[src/rtl/fifo_qspi_pkg.sv]
// Shared types and constants for the quad-SPI FIFO read-side serializer.
//   state_e        : serializer FSM states
//   NIB_W          : bits per quad-SPI beat
//   DEF_DATAWIDTH  : default FIFO word width
//   NIBS_PER_WORD  : nibbles per default-width word
//   NCNT_W         : nibble counter width for the default word
package fifo_qspi_pkg;

  localparam int unsigned NIB_W         = 4;
  localparam int unsigned DEF_DATAWIDTH = 64;
  localparam int unsigned NIBS_PER_WORD = DEF_DATAWIDTH / NIB_W;
  localparam int unsigned NCNT_W        = $clog2(NIBS_PER_WORD);

  typedef enum logic [1:0] {
    StIdle,
    StLoad,
    StShift,
    StEnd
  } state_e;

endpackage

[src/rtl/fifo_qspi_tx.sv]
// Read-side FIFO consumer: pops DATAWIDTH-bit words (first-word-fall-through) and
// serializes them MSB nibble first onto a quad-SPI bus, one nibble per rclk.
// Ports:
//   rclk, rrstn       : clock and asynchronous active-low reset
//   start, len        : transfer request and byte count (accepted only when idle)
//   fifo_rdata        : FIFO head word, valid while fifo_rempty=0
//   fifo_rempty       : FIFO empty flag
//   fifo_ren          : pop strobe (combinational, never high while empty)
//   q_dout, q_valid   : quad data nibble and its qualifier
//   q_cs_n            : active-low chip select framing the transfer
//   busy, done        : transfer in progress / one-cycle end pulse
//   underrun          : sticky, FIFO ran dry while a nibble was owed
module fifo_qspi_tx
  import fifo_qspi_pkg::*;
#(
  parameter int unsigned DATAWIDTH = DEF_DATAWIDTH,
  parameter int unsigned LENW      = 16
) (
  input  logic                 rclk,
  input  logic                 rrstn,
  input  logic                 start,
  input  logic [LENW-1:0]      len,
  input  logic [DATAWIDTH-1:0] fifo_rdata,
  input  logic                 fifo_rempty,
  output logic                 fifo_ren,
  output logic [NIB_W-1:0]     q_dout,
  output logic                 q_valid,
  output logic                 q_cs_n,
  output logic                 busy,
  output logic                 done,
  output logic                 underrun
);

  localparam int unsigned NibsPerWord = DATAWIDTH / NIB_W;
  localparam int unsigned NcntW       = $clog2(NibsPerWord);
  localparam logic [NcntW-1:0] NcntMax = NcntW'(NibsPerWord - 1);

  state_e                 state_q, state_d;
  logic [DATAWIDTH-1:0]   shreg_q, shreg_d;
  logic [NcntW-1:0]       nib_cnt_q, nib_cnt_d;
  logic [LENW-1:0]        bytes_left_q, bytes_left_d;
  logic                   first_q, first_d;       // no word popped yet this transfer
  logic                   underrun_q, underrun_d;
  logic                   zdone_q, zdone_d;       // done pulse for a zero-length start

  logic byte_end, word_end, last_nib;

  // Nibble counter counts down from an odd value, so an even count closes a byte.
  always_comb begin
    byte_end = ~nib_cnt_q[0];
    word_end = (nib_cnt_q == '0);
    last_nib = byte_end && (bytes_left_q == LENW'(1));
  end

  assign fifo_ren = ~fifo_rempty &&
                    ((state_q == StLoad) || ((state_q == StShift) && word_end && !last_nib));

  always_comb begin
    state_d      = state_q;
    shreg_d      = shreg_q;
    nib_cnt_d    = nib_cnt_q;
    bytes_left_d = bytes_left_q;
    first_d      = first_q;
    underrun_d   = underrun_q;
    zdone_d      = 1'b0;
    unique case (state_q)
      StIdle: begin
        if (start) begin
          if (len != '0) begin
            bytes_left_d = len;
            underrun_d   = 1'b0;
            first_d      = 1'b1;
            state_d      = StLoad;
          end else begin
            zdone_d = 1'b1;
          end
        end
      end
      StLoad: begin
        if (fifo_ren) begin
          shreg_d   = fifo_rdata;
          nib_cnt_d = NcntMax;
          first_d   = 1'b0;
          state_d   = StShift;
        end else if (!first_q) begin
          underrun_d = 1'b1;
        end
      end
      StShift: begin
        shreg_d   = shreg_q << NIB_W;
        nib_cnt_d = nib_cnt_q - NcntW'(1);
        if (byte_end) bytes_left_d = bytes_left_q - LENW'(1);
        if (last_nib) begin
          state_d = StEnd;
        end else if (word_end) begin
          if (fifo_ren) begin
            // Gapless reload: next word's first nibble follows immediately.
            shreg_d   = fifo_rdata;
            nib_cnt_d = NcntMax;
          end else begin
            underrun_d = 1'b1;
            state_d    = StLoad;
          end
        end
      end
      StEnd: state_d = StIdle;
      default: state_d = StIdle;
    endcase
  end

  always_ff @(posedge rclk or negedge rrstn) begin
    if (!rrstn) begin
      state_q      <= StIdle;
      shreg_q      <= '0;
      nib_cnt_q    <= '0;
      bytes_left_q <= '0;
      first_q      <= 1'b0;
      underrun_q   <= 1'b0;
      zdone_q      <= 1'b0;
    end else begin
      state_q      <= state_d;
      shreg_q      <= shreg_d;
      nib_cnt_q    <= nib_cnt_d;
      bytes_left_q <= bytes_left_d;
      first_q      <= first_d;
      underrun_q   <= underrun_d;
      zdone_q      <= zdone_d;
    end
  end

  always_comb begin
    q_valid  = (state_q == StShift);
    q_dout   = q_valid ? shreg_q[DATAWIDTH-1 -: NIB_W] : '0;
    q_cs_n   = !((state_q == StLoad) || (state_q == StShift));
    busy     = (state_q != StIdle);
    done     = (state_q == StEnd) || zdone_q;
    underrun = underrun_q;
  end

endmodule

[config.mk]
export PLATFORM = sky130hd
export DESIGN_NAME = fifo_qspi_tx
export DESIGN_NICKNAME = d
export VERILOG_FILES = /design/src/rtl/fifo_qspi_pkg.sv /design/src/rtl/fifo_qspi_tx.sv
export SDC_FILE = /design/constraint.sdc
export NUM_CORES = 1
export LEC_CHECK = 0
export CORE_UTILIZATION = 52
export CTS_CLUSTER_DIAMETER = 120
export CTS_CLUSTER_SIZE = 12
export DETAILED_ROUTE_END_ITERATION = 10
export PLACE_DENSITY = 0.89
export SYNTH_ARGS = -nofsm -noshare
export SYNTH_HDL_FRONTEND = slang
export SYNTH_SLANG_ARGS = --single-unit
[constraint.sdc]
create_clock -name rclk -period 2.4 [get_ports rclk]
set_input_delay 0.48 -clock rclk [delete_from_list [all_inputs] [get_ports rclk]]
set_output_delay 0.48 -clock rclk [all_outputs]
set_load 0.01 [all_outputs]
[Word level (Yosys, flattened, before mapping)]
Index checks and enable logic that the tools add are counted.
Cells by class
  add/subtract/negate cells: 2
  $mul: 0
  divide/modulo/power cells: 0
  $lt $le $gt $ge: 0
  equality and inequality tests: 15
  shift-type cells: 0
  multiplexer cells: 37
  bitwise gates (word level): 2
  reductions and logical operators: 22
Operators by type and width (count)
  two-way mux 64 bit: 4
  case mux 64 bit (2 select lines): 1
  two-way mux 16 bit: 3
  case mux 16 bit (2 select lines): 1
  two-way mux 4 bit: 5
  == test 16 x 1 -> 1 bit, second input constant: 1
  inequality test 2 bit, second input constant: 8
  nonzero test 16 bit: 1
  subtractor 16 x 1 -> 16 bit, second input constant: 1
  two-way mux 1 bit: 13
  two-way mux 2 bit: 6
  case mux 2 bit (4 select lines): 1
  case mux 4 bit (2 select lines): 1
  AND reduction 4 bit: 2
  AND reduction 8 bit: 1
  nonzero test 2 bit: 4
  AND reduction 5 bit: 1
  == test 2 bit, second input constant: 2
  logical AND 1 bit: 4
  zero test 4 bit: 1
  subtractor 4 x 1 -> 4 bit, second input constant: 1
  logical OR 1 bit: 3
  inequality test 3 x 1 -> 1 bit, second input constant: 1
  inequality test 3 x 2 -> 1 bit, second input constant: 1
  other kinds (9): 11
Word-level totals
  register bits: 89
  latch bits: 0
  memory bits (writable): 0
  bits in read-only memories: 0
  output and inout port bits: 10
  logic and storage cells: 85
  memories: 0

[Depth between registers and ports, before layout]
Gate-level depths: netlist of the first run.
  depth after elaboration: 10
  mapped depth: 9
  mapped depth without buffers: 7

[Worst setup path after synthesis of the first run]
Ideal clock, no wire load.
  kind: input -> register
  from: in len[13]
  to: reg bytes_left_q[4]
  arrival time: 2.118 ns
  data required time: 2.276 ns
  slack: 0.158 ns
  stages on the path: 6
  path through: or4_4 or4_4 o21ai_2 buf_4 nor4b_1 a211o_1
On the way
  word-level cells in the longest chain between the ends: 3
Ends and longest elaborated chain
  from (decl): line fifo_qspi_tx.sv:22  | input logic [LENW-1:0] len,
  nonzero test 16 bit: line fifo_qspi_tx.sv:69  | if (len != '0) begin
  inequality test 2 bit (no line)
  AND reduction 4 bit (no line)
  to (signal assigned): line fifo_qspi_tx.sv:124  | bytes_left_q <= bytes_left_d;
  to (decl): line fifo_qspi_tx.sv:41  | logic [LENW-1:0] bytes_left_q, bytes_left_d;
No other way between the ends.
A chain may end at the register's enable or synchronous reset.

[Final worst setup path of the first run]
  from: reg bytes_left_q[10]
  to: out fifo_ren
On the way
  word-level cells in the longest chain between the ends: 6
Ends and longest elaborated chain
  == test 16 x 1 -> 1 bit: line fifo_qspi_tx.sv:52  | last_nib = byte_end && (bytes_left_q == LENW'(1));
  logical AND 1 bit: line fifo_qspi_tx.sv:52
  zero test 1 bit: line fifo_qspi_tx.sv:56  | ((state_q == StLoad) || ((state_q == StShift) && word_end && !last_nib));
  logical AND 1 bit: line fifo_qspi_tx.sv:56
  logical OR 1 bit: line fifo_qspi_tx.sv:56
  logical AND 1 bit: line fifo_qspi_tx.sv:55  | assign fifo_ren = ~fifo_rempty &&
  to (decl): line fifo_qspi_tx.sv:25  | output logic fifo_ren,
No other way between the ends.

==> summary.txt, run 1 <==
Critical path
  – CP Max Fanout: 2
  – Worst Path Arrival: 2010 ps
  – Slowest-stage cell, CP: or4_4
  – Crit-path cells: or4_4 > nor2_4 > nand4_1 > a31oi_1 > nor2_1 > buf_2
  – CP Launch Type: register
  – Critical Path Max Stage Delay: 580 ps
  – Required time worst endpoint: 1920 ps
  – Setup Crit Path Kind: register to output port
  – Kind of cell adding the most delay to the critical path: simple AND/OR/NAND/NOR gates
  – CP bufs+invs: 1
  – CP endpoint kind: output port

Finish
  – Area Overhead vs Synth: 35.20%
  – Core Util, Final: 74.05%
  – Antenna diodes: 0
  – Final #Nets: 765
  – Share of layout cells above drive strength 1: 12.54%
  – Final Cell Area: 6176 µm²

Synthesis
  – Post-synth top flop: dfrtp_1
  – Synth cell types: 45
  – Avg Inst Size Synth: 8.187 µm²
  – Post-Syn Nets: 650
  – Top cells by area, synth: dfrtp_1 (49%), a21oi_1 (16%), nand2_1 (7.2%)
  – Most numerous cell in the Yosys netlist: a21oi_1
  – Synth area leader: dfrtp_1
  – EDFF count, synth: 0
  – Cell Area, Synth: 4568 µm²
  – Synth top area share: 48.75%
  – FF+latch count, synth: 89
  – Async set-or-reset flop fraction in the synthesized netlist: 100.0%
  – Syn Inst Count: 558
  – Yosys Warn Count: 0
  – Register area share after synthesis: 48.75%
  – Commonest cells in the netlist: a21oi_1 (142), dfrtp_1 (89), nand2_1 (88), nor2_1 (73), clkbuf_1 (29)

Floorplanning
  – Row cnt: 33
  – Die width: 95.73 µm
  – I/O pins: 94
  – Initial Util: 54.77%
  – Core Region: 8341 µm²
  – Die height: 95.73 µm
  – Die area: 9163 µm²

Global route
  – Vias in the first global route: 4,315
  – GRT met2 Usage: 46.67%
  – Antenna violations before repair: 0
  – First-pass GRT wire length: 19,860 µm
  – Gr ovfl total: 0
  – Aggregate global-route resource usage: 28.12%
  – Busiest grt layer: met2
  – Largest net degree at the start of global routing: 66
  – Met3 Usage GRT: 5.213%
  – Met1 usage: 37.43%

Pwr
  – PwrDens: 1353 nW/µm²
  – Max VDD drop: 0.0007599 V
  – Net Sw Frac: 44.29%
  – P_sw: 0.003702 W
  – Leakage power: 2.781 nW
  – Sequential Power Share: 32.9%
  – Clock power frac: 11.6%
  – Int Pwr: 0.004656 W
  – Combinational Power Share: 55.6%

Route
  – Vias/cell: 5.794
  – Vias: 4,537
  – Post-route DRC: 0
  – Initial DRT Pass Iterations: 6
  – Antenna viol nets, final: 0
  – WL final: 12,290 µm
  – Initial DRC count: 359
  – DR WL/cell: 15.70 µm

Place
  – Gpl congestion: 0.9240
  – PortBufs: 93
  – HPWL after DPL: 8377 µm
  – Post-Place Cell Area: 5876 µm²

Clocking
  – Worst skew pair latency: 370 ps
  – CTS buffer count: 9
  – CTS clk-pin slew, worst paths: 100 ps
  – CTS sink count: 89
  – CTS root buf: clkbuf_8
  – H-tree levels: 3
  – CTS tree: built
  – Post-CTS Hold Fix Bufs: 0
  – Clock buffer depth: 2

STA
  – Slew Viols, Final: 0
  – Fin crit period: 2488 ps
  – Final setup violation count: 1
  – Fin. Hold Viols: 0
  – Final Cycle Share: 103.7%
  – Worst Setup Slack, final: -88.37 ps
  – Relative slew slack: 67.25%
  – Final Skew: 12.53 ps
  – Max frequency: 401.9 MHz
  – RSZ-0062 raised after global routing: yes
  – Slew of the pin with the lowest slew margin: 491.2 ps

Outcome
  – Violated checks: negative setup slack
  – Run status: finished with violations

Run
  – Max-cap viol count: 0

Worst hold path
  – Worst Hold Class: input port to async pin
-- final cells by class --
class | count | area (µm²)
Clock buffer | 10 | 127.6
Clock inverter | 6 | 56.30
Fill cell | 595 | 2165
Inverter | 13 | 48.80
Multi-Input combinational cell | 419 | 2215
Sequential cell | 89 | 2227
Tap cell | 105 | 131.4
Timing Repair Buffer | 141 | 1370
-- through the flow --
step / TNS, ps / hold WS, ps / setup slack [ps] / std cells / power (W)
finish: -88.37 / 58.44 / -88.37 / 783 / 0.008357
CTS: -103.5 / 79.02 / -103.5 / 779 / 0.008247
global route: -244.1 / 86.84 / -173.2 / 783 / 0.009055
floorplan: 0 / 184.4 / 158.0 / 558 / 0.005701
global placement: -5258 / 461.5 / -348.6 / 762 / 0.007013
detailed placement: -6402 / 469.0 / -420.9 / 762 / 0.007241
-- registers in the layout, summed over array words and instances (netlist names) --
signal,count
first_q,1
zdone_q,1
underrun,1
bytes_left_q,16
nib_cnt_q,4
state_q,2
shreg_q,64
-- worst reg2reg max path, delay by kind of cell, from the launching register on --
family                   cells  cell delay (ps)
AND/OR/NAND/NOR              2              660
flip-flops                   1              420
buffers and inverters        3              360
adder cells (fa/ha/maj)      1              270
AO/OA/AOI/OAI                3              430
-- power groups by stage --
stage | Clock, W | Combinational [W] | Sequential [W]
after floorplan | 0 | 0.00304 | 0.00266
after global placement | 0 | 0.00430 | 0.00271
after detailed placement | 0 | 0.00448 | 0.00276
after CTS | 0.000974 | 0.00455 | 0.00273
after global routing | 0.00104 | 0.00519 | 0.00283
final | 0.000967 | 0.00464 | 0.00275
-- path summary, 6_finish.rpt --
check,from,to,slack [ps],cells past startpoint
hold reg to reg,shreg_q[0],shreg_q[0],490,2
min in group rclk,shreg_q[0],shreg_q[0],490,2
hold / removal,rrstn,bytes_left_q[9],60,1
setup reg to reg,state_q[1],bytes_left_q[15],150,9
setup / recovery,bytes_left_q[10],fifo_ren,-90,6
max in group asynchronous,rrstn,shreg_q[16],1610,2
-- layout by cell type (no fill, tap or decap), drive strengths merged, types with 7 or more instances in the layout --
cell / count
inv: 13
nand3: 10
dlymetal6s2s: 10
nor3: 7
buf: 50
o21ai: 19
nor2: 73
clkdlybuf4s50: 81
o22a: 7
nand2: 88
ha: 8
dfrtp: 89
clkbuf: 10
a21oi: 142
-- kinds of logic after synthesis --
family | synth area share (%)
compound gates | 22.90
simple gates | 21.31
flops | 48.75
fa+ha+maj | 2.191
buf+inv | 4.382
mux | 0.4656
-- per-layer routing --
| layer | part of all wire, % | wire (µm) |
|---|---|---|
| met5 | 0 | 0 |
| met2 | 50 | 6204 |
| met4 | 1.7 | 205 |
| met3 | 7.2 | 880 |
| met1 | 41 | 5001 |
-- timing repair --
| action | in CTS | in global routing |
|---|---|---|
| pin swaps | 4 | 9 |
| setup endpoints to repair | 11 | 18 |
| resized for setup | 8 | 20 |
| setup buffers | 1 | 4 |
(Power assumes the default switching activity.)
==> inputs of run 2 (changes only) <==
--- a/config.mk
+++ b/config.mk
@@ -13,3 +13,4 @@
 export SYNTH_ARGS = -nofsm -noshare
 export SYNTH_HDL_FRONTEND = slang
 export SYNTH_SLANG_ARGS = --single-unit
+export TNS_END_PERCENT = 50
==> results of run 2 <==
Final layout, timing and power as in run 1 (identical DEF).
==> inputs of run 3 (changes only) <==
--- a/config.mk
+++ b/config.mk
@@ -5,11 +5,11 @@
 export SDC_FILE = /design/constraint.sdc
 export NUM_CORES = 1
 export LEC_CHECK = 0
-export CORE_UTILIZATION = 52
+export CORE_UTILIZATION = 35
 export CTS_CLUSTER_DIAMETER = 120
 export CTS_CLUSTER_SIZE = 12
 export DETAILED_ROUTE_END_ITERATION = 10
-export PLACE_DENSITY = 0.89
+export PLACE_DENSITY = 0.66
 export SYNTH_ARGS = -nofsm -noshare
 export SYNTH_HDL_FRONTEND = slang
 export SYNTH_SLANG_ARGS = --single-unit
==> summary.txt, run 3 (synthesis results as in run 1) <==
Place
  – HPWL after DPL: 8587 µm
  – Post-Place Cell Area: 5992 µm²
  – Gpl congestion: 0.8670
  – Setup WS pre-CTS: -377.6 ps
  – PortBufs: 93
  – Placed insts: 830

Finish
  – Area Overhead vs Synth: 39.30%
  – Final Cell Area: 6364 µm²
  – Commonest non-fill, non-tap cells in the layout: a21oi_1 (140), dfrtp_1 (88), nand2_1 (87)
  – Share of layout cells above drive strength 1: 11.72%
  – Final #Nets: 761
  – Non-Filler Instances: 846
  – Commonest non-fill, non-tap cell in the layout: a21oi_1
  – Largest register FFs: 64
  – Leading registers by flop count: shreg_q (64), bytes_left_q (16), nib_cnt_q (4)
  – Largest register by flop count: shreg_q
  – Antenna diodes: 0

STA
  – Slew Viols, Final: 0
  – Fin. Hold Viols: 0
  – Final setup violation count: 1
  – Worst Setup Slack, final: -66.28 ps
  – RSZ-0062 raised after global routing: yes
  – Slew of the pin with the lowest slew margin: 567.0 ps
  – Max frequency: 405.5 MHz
  – Final Skew: 5.149 ps
  – Fin crit period: 2466 ps
  – Relative slew slack: 62.20%
  – Final Cycle Share: 102.8%

Clocking
  – CTS root buf: clkbuf_16
  – CTS buffer count: 9
  – Clock buffer depth: 2
  – H-tree levels: 3
  – Worst skew pair latency: 340 ps
  – CTS tree: built
  – CTS sink count: 89
  – Post-CTS Hold Fix Bufs: 0
  – Setup Buffers After CTS: 0
  – CTS clk-pin slew, worst paths: 60 ps

Route
  – Initial DRC count: 227
  – Vias/cell: 5.245
  – WL final: 12,430 µm
  – Vias: 4,437
  – Initial DRT Pass Iterations: 5
  – Antenna viol nets, final: 0
  – Post-route DRC: 0
  – DR WL/cell: 14.70 µm

Pwr
  – Leakage power: 2.765 nW
  – PwrDens: 1394 nW/µm²
  – Max VDD drop: 0.0006308 V

Critical path
  – Worst Path Arrival: 1990 ps
  – Slowest-stage cell, CP: or4_4
  – CP Launch Type: register
  – Setup Crit Path Kind: register to output port
  – CP Max Fanout: 2
  – CP bufs+invs: 1
  – Kind of cell adding the most delay to the critical path: simple AND/OR/NAND/NOR gates
  – Crit-path cells: or4_4 > nor2_4 > nand4_1 > a31oi_1 > nor2_1 > buf_2
  – Critical Path Max Stage Delay: 580 ps
  – CP endpoint kind: output port
  – Required time worst endpoint: 1920 ps

Floorplanning
  – Row cnt: 41
  – I/O pins: 94
  – Core Region: 12,670 µm²
  – Die height: 116.2 µm
  – Die width: 116.2 µm
  – Initial Util: 36.05%
  – Die area: 13,510 µm²

Global route
  – Gr ovfl total: 0
  – Vias in the first global route: 4,248
  – First-pass GRT wire length: 20,150 µm
  – Aggregate global-route resource usage: 19.05%
  – Largest net degree at the start of global routing: 66
  – Antenna violations before repair: 0

Outcome
  – Violated checks: negative setup slack
  – Run status: finished with violations

Run
  – Max-cap viol count: 0

Worst hold path
  – Worst Hold Class: input port to async pin
==> run 3: layout make-up <==
class | instances | area, µm²
Clock inverter | 3 | 65.06
Sequential cell | 89 | 2228
Fill cell | 1236 | 6307
Multi-Input combinational cell | 419 | 2212
Tap cell | 172 | 215.2
Clock buffer | 13 | 240.2
Timing Repair Buffer | 137 | 1354
Inverter | 13 | 48.80
==> run 3: metal layers <==
layer | vias up | GRT usage [%] | wire length, µm
li1 | 2158 | - | -
met1 | 2139 | 24.93 | 5726
met5 | - | 0 | 0
met3 | 17 | 2.958 | 559
met2 | 123 | 31.83 | 5945
met4 | 0 | 7.009 | 201
==> run 3: what timing repair did <==
action	in CTS	in global routing
gates resized for setup	13	13
endpoints found under the setup margin	8	17
pin swaps	3	5
==> run 3: metrics by stage <==
| step | power, W | hold slack (ps) | TNS (ps) | utilization (%) |
|---|---|---|---|---|
| finish | 0.008870 | 125.5 | -66.28 | 50.22 |
| global route | 0.009624 | 169.8 | -138.4 | 50.22 |
| CTS | 0.008934 | 142.1 | -79.05 | 49.94 |
| detailed placement | 0.007367 | 470.9 | -5444 | 47.29 |
| global placement | 0.007205 | 463.3 | -4856 | 47.29 |
| floorplan | 0.005701 | 184.4 | 0 | - |
==> run 3: final timing paths <==
kind | startpoint | endpoint | slack (ps) | depth (start not counted)
setup / recovery | bytes_left_q[9] | fifo_ren | -70 | 6
hold / removal | rrstn | bytes_left_q[10] | 130 | 1
setup reg to reg | state_q[1] | bytes_left_q[4] | 110 | 8
hold reg to reg | shreg_q[2] | shreg_q[2] | 480 | 2
max in group asynchronous | rrstn | shreg_q[39] | 1650 | 2
min in group rclk | shreg_q[2] | shreg_q[2] | 480 | 2
==> run 3: power by group <==
part           switching, W  leakage (nW)  internal, W
sequential         0.000444         0.996      0.00229
combinational       0.00265          1.62      0.00201
clock              0.000566         0.148     0.000913
==> RTL edit, RTL diff (settings of run 2) <==
Put a register stage on the output `underrun`, without a reset. The value now appears one clock later. The other outputs are not delayed to match.
--- a/src/rtl/fifo_qspi_tx.sv
+++ b/src/rtl/fifo_qspi_tx.sv
@@ -36,2 +36,4 @@
   localparam logic [NcntW-1:0] NcntMax = NcntW'(NibsPerWord - 1);
+
+  logic underrun_c;
 
@@ -136,3 +138,7 @@
     done     = (state_q == StEnd) || zdone_q;
-    underrun = underrun_q;
+    underrun_c = underrun_q;
+  end
+
+  always_ff @(posedge rclk) begin
+    underrun <= underrun_c;
   end
Function: no difference found for any inputs over 10 cycles, from zero or initial values and one cycle with rrstn low; that may be too few to reach the edited logic, so the function may still have changed.
==> RTL edit against run 2 <==
The flow still finishes with violations (setup timing). Core utilization increased by 2.8 points. Worst setup slack got worse by 0.0055 ns. Wire length increased by 6.6%. Area after synthesis increased by 0.44%. Sequential cell count increased by 1. Design area increased by 4.2%. Die area increased by 0.43%. Via count increased by 4.0%. Clock power increased by 15%. Total power increased by 8.9%.
==> RTL edit: results <==
group,metric,value,unit
placement,place_area,0.00604,mm²
placement,dp.cells,776,
drt,routedWlPerCell,16.4,µm
synthesis,syn-num-nets,651,
synthesis,synth.area.top_cells,"dfrtp_1, a21oi_1, nand2_1",
timing,maxSlewHeadroom,0.647,
placement,dp_hpwl,8840,µm
placement,gp_congestion,0.895,
setup_path,startpoint,"bytes_left_q[7]",
cells_and_area,fin_nets,781,
placement,place_ws,-0.375,ns
synthesis,synth.distinct_cells,46,
drt,vias,4720,
clock_network,cts_buffers,9,
status,violations,"setup timing",
global_routing,grt_first_pass_wirelength,20800,µm
setup_path,r2r_cells,8,
setup_path,r2r-start,"nib_cnt_q[0]",
cells_and_area,fillers,569,
status,outcome,"finished, violations left",
synthesis,synth_area_per_cell,8.21,µm²
drt,firstDrtPassIters,5,
timing,finClkSkew,0.0148,ns
hold_path,min_path_type,"in -> async",
drt,wl,13100,µm
drt,drtIter0Drc,340,
setup_path,r2r_slack,0.07,ns
global_routing,grt_pass1_vias,4407,
timing,final-setup-viol-count,1,
power_and_ir_drop,leakage,2.87,nW
synthesis,ys_seq_area_frac,0.490,
synthesis,async_reset_ff_frac,0.989,
cells_and_area,drive_gt1_frac,0.156,
setup_path,r2r_end,"underrun_c",
power_and_ir_drop,ir_drop,0.000805,V
global_routing,grt.total_usage,0.294,
timing,layout_setup_ws,-0.0939,ns
RTL edit: cells by family after synthesis:
family | after synthesis | share of synthesized area
buffers and inverters | 50 | 0.0436
AOI/OAI and AO/OA | 191 | 0.228
and+or+nand+nor | 218 | 0.212
DFF | 90 | 0.490
muxes | 2 | 0.00464
adders and majority gates | 8 | 0.0218
RTL edit: worst max-delay path, cell delays in order, from the launching register on:
cell and delay, ns:
dfrtp_1 0.39, or4_4 0.57, nor2_4 0.11, nand4_1 0.15
a31oi_1 0.24, nor2_1 0.06, buf_2 0.14
RTL edit: final cells by class:
| cell class | count | area (µm²) | area share |
|---|---|---|---|
| Tap cell | 105 | 131 | 0.0204 |
| Inverter | 13 | 48.8 | 0.00758 |
| Multi-Input combinational cell | 419 | 2260 | 0.350 |
| Clock buffer | 9 | 124 | 0.0192 |
| Clock inverter | 7 | 92.6 | 0.0144 |
| Sequential cell | 90 | 2250 | 0.349 |
| Timing Repair Buffer | 156 | 1540 | 0.239 |
RTL edit: worst min path at each step:
stage and endpoint:
3_5_place_dp underrun, 5_1_grt shreg_q[35], 6_report shreg_q[35], 4_1_cts shreg_q[35]
3_3_place_gp underrun, 2_1_floorplan bytes_left_q[0]
RTL edit: routing by layer:
| layer | part of all wire | vias up | track usage |
|---|---|---|---|
| met2 | 0.49 | 226 | 0.492 |
| li1 | - | 2188 | - |
| met1 | 0.42 | 2265 | 0.394 |
| met5 | 0 | - | 0 |
| met4 | 0.027 | 0 | 0.0920 |
| met3 | 0.068 | 41 | 0.0466 |
RTL edit: through the flow:
step | TNS [ns] | utilization | hold slack [ns]
finish | -0.0939 | 0.768 | 0.0676
global route | -2.35 | 0.768 | 0.0952
CTS | -0.0900 | 0.755 | 0.0740
detailed placement | -6.39 | 0.721 | 0.360
global placement | -5.31 | 0.721 | 0.360
floorplan | 0 | - | 0.184
RTL edit: report_power, final:
part | switching [mW] | internal [mW] | total [mW]
combinational | 2.88 | 2.33 | 5.21
sequential | 0.470 | 2.31 | 2.78
clock | 0.602 | 0.510 | 1.11
RTL edit: timing repair:
action,in CTS,in global routing
gates resized for setup,13,19
pin swaps,4,11
cloned,0,1
setup endpoints to repair,7,73
setup buffers,4,3
hold endpoints to repair,0,0
